<file path="src/rtl/lc3b_types.sv">
// Shared LC-3b type definitions used by the memory-side blocks.
// Provides line/word/mask types, line geometry constants and the
// pmem_adapter state encoding.
package lc3b_types;

    localparam int unsigned LINE_OFFSET_BITS = 4;
    localparam int unsigned WORDS_PER_LINE   = 8;

    typedef logic [15:0]  lc3b_word;
    typedef logic [127:0] lc3b_line;
    typedef logic [1:0]   lc3b_mem_wmask;
    typedef logic [2:0]   lc3b_word_idx;
    typedef logic [15-LINE_OFFSET_BITS:0] lc3b_line_tag;

    typedef enum logic [1:0] {
        S_IDLE,
        S_FILL,
        S_WRITEBACK,
        S_RESP
    } pmem_state_e;

endpackage

</file>
<file path="src/rtl/line_word_merge.sv">
// line_word_merge: combinational word select and byte-masked word merge
// on a 128-bit line (word 0 at bits [15:0]).
// Ports:
//   line        in   source line
//   word_idx    in   word index within the line
//   wdata       in   write word
//   wmask       in   byte mask; [0] low byte, [1] high byte
//   word        out  line word at word_idx
//   merged_line out  line with wdata merged into word_idx per wmask
module line_word_merge
    import lc3b_types::*;
(
    input  lc3b_line      line,
    input  lc3b_word_idx  word_idx,
    input  lc3b_word      wdata,
    input  lc3b_mem_wmask wmask,
    output lc3b_word      word,
    output lc3b_line      merged_line
);

    always_comb begin
        word        = '0;
        merged_line = line;
        for (int unsigned i = 0; i < WORDS_PER_LINE; i++) begin
            if (i == 32'(word_idx)) begin
                word = line[i*16 +: 16];
                if (wmask[0]) merged_line[i*16 +: 8]     = wdata[7:0];
                if (wmask[1]) merged_line[i*16 + 8 +: 8] = wdata[15:8];
            end
        end
    end

endmodule

</file>
<file path="src/rtl/pmem_adapter.sv">
// pmem_adapter: bridges the 16-bit arbiter memory port to 128-bit line-wide
// physical memory. Reads become line fills with word select; writes become
// line read-modify-write (fill, merge, writeback).
// Optional feature macro: LINE_BUF_EN adds a one-line read buffer so read
// hits to the most recently filled/written line complete without pmem access.
// Ports:
//   clk, rst                      clock, async active-high reset
//   mem_address/read/write        word-side request (sampled only in IDLE)
//   mem_byte_enable, mem_wdata    write mask and data
//   mem_rdata, mem_resp           read data and one-cycle completion
//   pmem_address/read/write       line-side request (line aligned)
//   pmem_wdata, pmem_rdata        line write / read data
//   pmem_resp                     physical memory completion
module pmem_adapter
    import lc3b_types::*;
(
    input  logic         clk,
    input  logic         rst,
    input  logic [15:0]  mem_address,
    input  logic         mem_read,
    input  logic         mem_write,
    input  logic [1:0]   mem_byte_enable,
    input  logic [15:0]  mem_wdata,
    output logic [15:0]  mem_rdata,
    output logic         mem_resp,
    output logic [15:0]  pmem_address,
    output logic         pmem_read,
    output logic         pmem_write,
    output logic [127:0] pmem_wdata,
    input  logic [127:0] pmem_rdata,
    input  logic         pmem_resp
);

    pmem_state_e   state, state_next;

    lc3b_line_tag  req_tag;
    lc3b_word_idx  req_idx;
    lc3b_word      req_wdata;
    lc3b_mem_wmask req_wmask;
    logic          req_write;
    lc3b_line      line_q;

    lc3b_line      merge_in;
    lc3b_line      merged;
    lc3b_word      sel_word;
    logic          buf_hit;
    logic          mem_req;
    logic          addr_lsb_unused;

    assign addr_lsb_unused = mem_address[0];
    assign mem_req         = mem_read | mem_write;

`ifdef LINE_BUF_EN
    logic         buf_valid;
    lc3b_line_tag buf_tag;
    lc3b_line     buf_data;

    // A request with mem_write set is a write even if mem_read is also set.
    assign buf_hit = mem_read && !mem_write && buf_valid &&
                     (buf_tag == mem_address[15:LINE_OFFSET_BITS]);
`else
    assign buf_hit = 1'b0;
`endif

    // During FILL the merge operates on the incoming line so the merged
    // result can be latched on the pmem_resp edge; otherwise on the held line.
    assign merge_in = (state == S_FILL) ? pmem_rdata : line_q;

    line_word_merge u_merge (
        .line        (merge_in),
        .word_idx    (req_idx),
        .wdata       (req_wdata),
        .wmask       (req_wmask),
        .word        (sel_word),
        .merged_line (merged)
    );

    always_ff @(posedge clk or posedge rst) begin
        if (rst) begin
            state <= S_IDLE;
        end else begin
            state <= state_next;
        end
    end

    always_comb begin
        state_next   = state;
        mem_resp     = 1'b0;
        mem_rdata    = '0;
        pmem_read    = 1'b0;
        pmem_write   = 1'b0;
        pmem_address = '0;
        pmem_wdata   = '0;
        unique case (state)
            S_IDLE: begin
                if (mem_req) state_next = buf_hit ? S_RESP : S_FILL;
            end
            S_FILL: begin
                pmem_read    = 1'b1;
                pmem_address = {req_tag, 4'h0};
                if (pmem_resp) state_next = req_write ? S_WRITEBACK : S_RESP;
            end
            S_WRITEBACK: begin
                pmem_write   = 1'b1;
                pmem_address = {req_tag, 4'h0};
                pmem_wdata   = line_q;
                if (pmem_resp) state_next = S_RESP;
            end
            S_RESP: begin
                mem_resp   = 1'b1;
                mem_rdata  = sel_word;
                state_next = S_IDLE;
            end
            default: state_next = S_IDLE;
        endcase
    end

    always_ff @(posedge clk or posedge rst) begin
        if (rst) begin
            req_tag   <= '0;
            req_idx   <= '0;
            req_wdata <= '0;
            req_wmask <= '0;
            req_write <= 1'b0;
            line_q    <= '0;
`ifdef LINE_BUF_EN
            buf_valid <= 1'b0;
            buf_tag   <= '0;
            buf_data  <= '0;
`endif
        end else begin
            case (state)
                S_IDLE: begin
                    if (mem_req) begin
                        req_tag   <= mem_address[15:LINE_OFFSET_BITS];
                        req_idx   <= mem_address[3:1];
                        req_wdata <= mem_wdata;
                        req_wmask <= mem_byte_enable;
                        req_write <= mem_write;
`ifdef LINE_BUF_EN
                        if (buf_hit) line_q <= buf_data;
`endif
                    end
                end
                S_FILL: begin
                    if (pmem_resp) begin
                        line_q <= req_write ? merged : pmem_rdata;
`ifdef LINE_BUF_EN
                        // Loading the post-merge line covers both the
                        // tag-match update and the fresh load on writes.
                        buf_valid <= 1'b1;
                        buf_tag   <= req_tag;
                        buf_data  <= req_write ? merged : pmem_rdata;
`endif
                    end
                end
                default: ;
            endcase
        end
    end

endmodule

</file>
<file path="config.mk">
export PLATFORM = sky130hd
export DESIGN_NAME = pmem_adapter
export DESIGN_NICKNAME = d
export VERILOG_FILES = /design/src/rtl/lc3b_types.sv /design/src/rtl/line_word_merge.sv /design/src/rtl/pmem_adapter.sv
export SDC_FILE = /design/constraint.sdc
export NUM_CORES = 1
export LEC_CHECK = 0
export CORE_MARGIN = 1
export CORE_UTILIZATION = 35
export DETAILED_ROUTE_END_ITERATION = 12
export GPL_TIMING_DRIVEN = 1
export PLACE_DENSITY = 0.64
export REMOVE_ABC_BUFFERS = 1
export SLEW_MARGIN = 5
export SYNTH_ARGS = -nofsm -noshare
export SYNTH_HDL_FRONTEND = slang
export SYNTH_HIERARCHICAL = 1
export SYNTH_SLANG_ARGS = --single-unit
</file>
<file path="constraint.sdc">
create_clock -name clk -period 6.35 [get_ports clk]
set_input_delay 1.27 -clock clk [delete_from_list [all_inputs] [get_ports clk]]
set_output_delay 1.27 -clock clk [all_outputs]
set_load 0.03 [all_outputs]
</file>
==> results.py <==
metrics = {
    "timing": {
        "hold_viol_final": 0,
        "setup-tns-final_ns": 0,
        "max_slew_margin_pct": 29.5,
        "setup_violations": 0,
        "max_freq_mhz": 188,
        "min_period_over_period_pct": 83.7,
        "rsz0062_at_grt": "no",
        "fin_worst_skew_ns": 0.0132,
        "finalCriticalPeriod_ns": 5.31,
        "slew_viol_final": 0,
        "tightest_slew_ns": 1.05,
        "fin_ws_ns": 1.04,
    },
    "placement": {
        "portBuffers": 324,
        "gp_congestion": 0.822,
        "dp_slack_ns": 1.49,
        "dpl.cell_count": 2039,
        "dpl_cell_area_um2": 16800,
        "post-dp-hpwl_um": 29000,
    },
    "clocking": {
        "ctsResizeCount": 0,
        "cts_tree": "built",
        "max-clock-path-buffers": 2,
        "htree_levels": 4,
        "clock_latency_ns": 0.46,
        "cts_setup_buffers": 0,
        "cts_hold_buf": 0,
        "cts_buffers": 17,
        "clkTransAtPathRegs_ns": 0.07,
        "cts_sinks": 164,
        "cts-root-buf": "clkbuf_16",
    },
    "layout": {
        "fillers": 3543,
        "fin_util_pct": 46.2,
        "final_cell_area_um2": 17400,
        "nNetsFinal": 1720,
        "stdcell_count": 2072,
        "drive_gt1_share_pct": 25.9,
        "area_growth_pct": 30.2,
    },
    "worst_setup_path": {
        "worstSetupPathType": "reg -> out",
        "critPathRequiredTime_ns": 5.08,
        "arrival_ns": 4.04,
        "start_kind": "register",
        "critical_path.max_fanout": 41,
        "cp-end-kind": "primary output",
    },
    "global_route": {
        "antenna_found_initial": 1,
        "grt_max_degree": 135,
        "grt_overflow_total": 0,
        "grt_pass1_wl_um": 67200,
        "grt_pass1_vias": 11119,
        "grt.total_usage_pct": 22.8,
    },
    "synthesis": {
        "ys_types": 41,
        "synth_top_area_cell": "dfrtp_1",
        "synthCells": 1288,
        "synth_top_area_share_pct": 30.7,
        "ys.flop_type": "dfrtp_1",
        "synth_area_per_cell_um2": 10.4,
        "synthTopCellsByArea": "dfrtp_1 (31%), mux2_2 (21%), mux2i_1 (11%), and2_1 (7.4%), a21oi_1 (4.6%)",
        "synth-edff-count": 0,
        "synth_warnings": 6,
        "synth.most_common_cell": "mux2_2",
        "synth_seq_cells": 164,
        "ys_seq_area_share_pct": 30.7,
        "synthArstFlopShare_pct": 100,
        "synth_common_cells": "mux2_2 (251), dfrtp_1 (164), and2_1 (158)",
        "netlist_area_um2": 13300,
    },
    "drt": {
        "routed-wl-met2_um": 21200,
        "viasPerCell": 5.25,
        "vias": 10873,
        "dr.pass1.iters": 5,
        "wirelength_um": 44300,
        "drc": 0,
        "wl_met3_um": 2820,
        "dr.first_iter.drc_count": 567,
        "antenna_left": 0,
        "wl_per_cell_um": 21.4,
        "top_layer": "met4",
        "wl_met1_um": 19000,
    },
    "die": {
        "dieWidth_um": 197,
        "core_area_um2": 37600,
        "die_y_um": 197,
        "dieArea_um2": 38900,
        "io_pins": 330,
        "placementRows": 71,
        "start_util_pct": 35.5,
    },
    "pwr": {
        "p_per_area_nw_per_um2": 612,
        "vdd.ir_drop.worst_mv": 0.286,
        "p_leak_nw": 6.69,
    },
    "min_path": {
        "hold_path_class": "reg -> reg",
    },
    "flow_run": {
        "drv_cap": 0,
    },
    "run_status": {
        "run_status": "finished clean",
    },
}
==> cell usage in the layout (no fill, tap or decap), types with 3 or more instances in the layout <==
cell type,count
nand2b_1,17
a21oi_1,123
clkbuf_16,17
a2111oi_2,10
buf_12,4
nor2_1,144
a21boi_0,12
dfrtp_4,3
mux2_2,251
nand4b_1,4
nor3_2,3
buf_4,20
conb_1,4
inv_6,4
clkinv_2,3
o21ai_0,15
and2_1,157
mux2_4,30
a32o_1,15
dfrtp_1,160
mux4_2,17
nand2_1,5
a21oi_2,20
ha_1,4
clkdlybuf4s50_1,324
mux2i_1,143
mux2_1,10
clkinvlp_4,4
a21boi_1,3
a2111oi_0,5
==> where the power goes <==
part,total (mW),switching [mW],leakage (nW),internal (mW)
sequential,2.23,0.659,1.82,1.57
clock,1.09,0.497,0.280,0.593
combinational,7.31,3.75,4.59,3.56
==> logic make-up (layout without fill, tap and decap cells) <==
group           after synthesis  after routing  share of synthesized area (%)
simple gates                345            345                           13.8
other cells                   1              5                         0.0281
mux                         451            451                           39.0
buf+inv                     114            383                           5.66
fa+ha+maj                     6              6                          0.562
flops                       164            164                           30.7
compound gates              207            207                           10.2
==> flip-flops by register name (all words and copies together), names as in the netlist <==
name and count:
line_q 128, req_wdata 16, req_tag 12, req_idx 3, req_wmask 2, state 2, req_write 1
==> metal layers <==
| metal | track usage [%] | vias to the layer above |
|---|---|---|
| met5 | 0 | - |
| met2 | 38.2 | 339 |
| met4 | 8.18 | 0 |
| li1 | - | 5122 |
| met3 | 5.28 | 70 |
| met1 | 28.5 | 5342 |
==> layout make-up <==
class                           instances  area, µm²  share of cell area (%)
Tap cell                              511        639                    3.68
Clock buffer                           18        439                    2.53
Inverter                                3       18.8                   0.108
Clock inverter                         14        149                   0.857
Timing Repair Buffer                  348       3470                    20.0
Multi-Input combinational cell       1013       8540                    49.1
Sequential cell                       164       4120                    23.7
Antenna cell                            1       2.50                  0.0144
==> critical path, stage by stage, from the launching register on <==
cell and delay, ns:
dfrtp_1 0.44, inv_1 0.18, ha_4 0.68, buf_4 0.39, mux2_2 0.40, nand2b_1 0.07
a21boi_0 0.10, a2111oi_0 0.44, a21oi_1 0.06, and2_1 0.20, clkdlybuf4s50_1 0.59
==> stage by stage <==
step	power [mW]	hold WS [ns]
6_report	10.6	0.495
5_1_grt	11.3	0.520
4_1_cts	10.7	0.500
3_5_place_dp	9.57	0.478
3_3_place_gp	9.45	0.468
2_1_floorplan	7.42	0.456
==> worst paths after layout <==
| kind | from | to | slack [ns] | cells past startpoint |
|---|---|---|---|---|
| max | state[1] | mem_rdata[3] | 1.04 | 10 |
| min | req_tag[8] | req_tag[8] | 0.49 | 1 |
| max reg2reg | req_idx[0] | line_q[29] | 2.99 | 5 |
| min reg2reg | req_tag[8] | req_tag[8] | 0.49 | 1 |
| max in group asynchronous | rst | req_wdata[11] | 3.82 | 3 |
| min in group asynchronous | rst | line_q[4] | 1.43 | 2 |
Note: power is estimated with default switching activity, not from simulation.
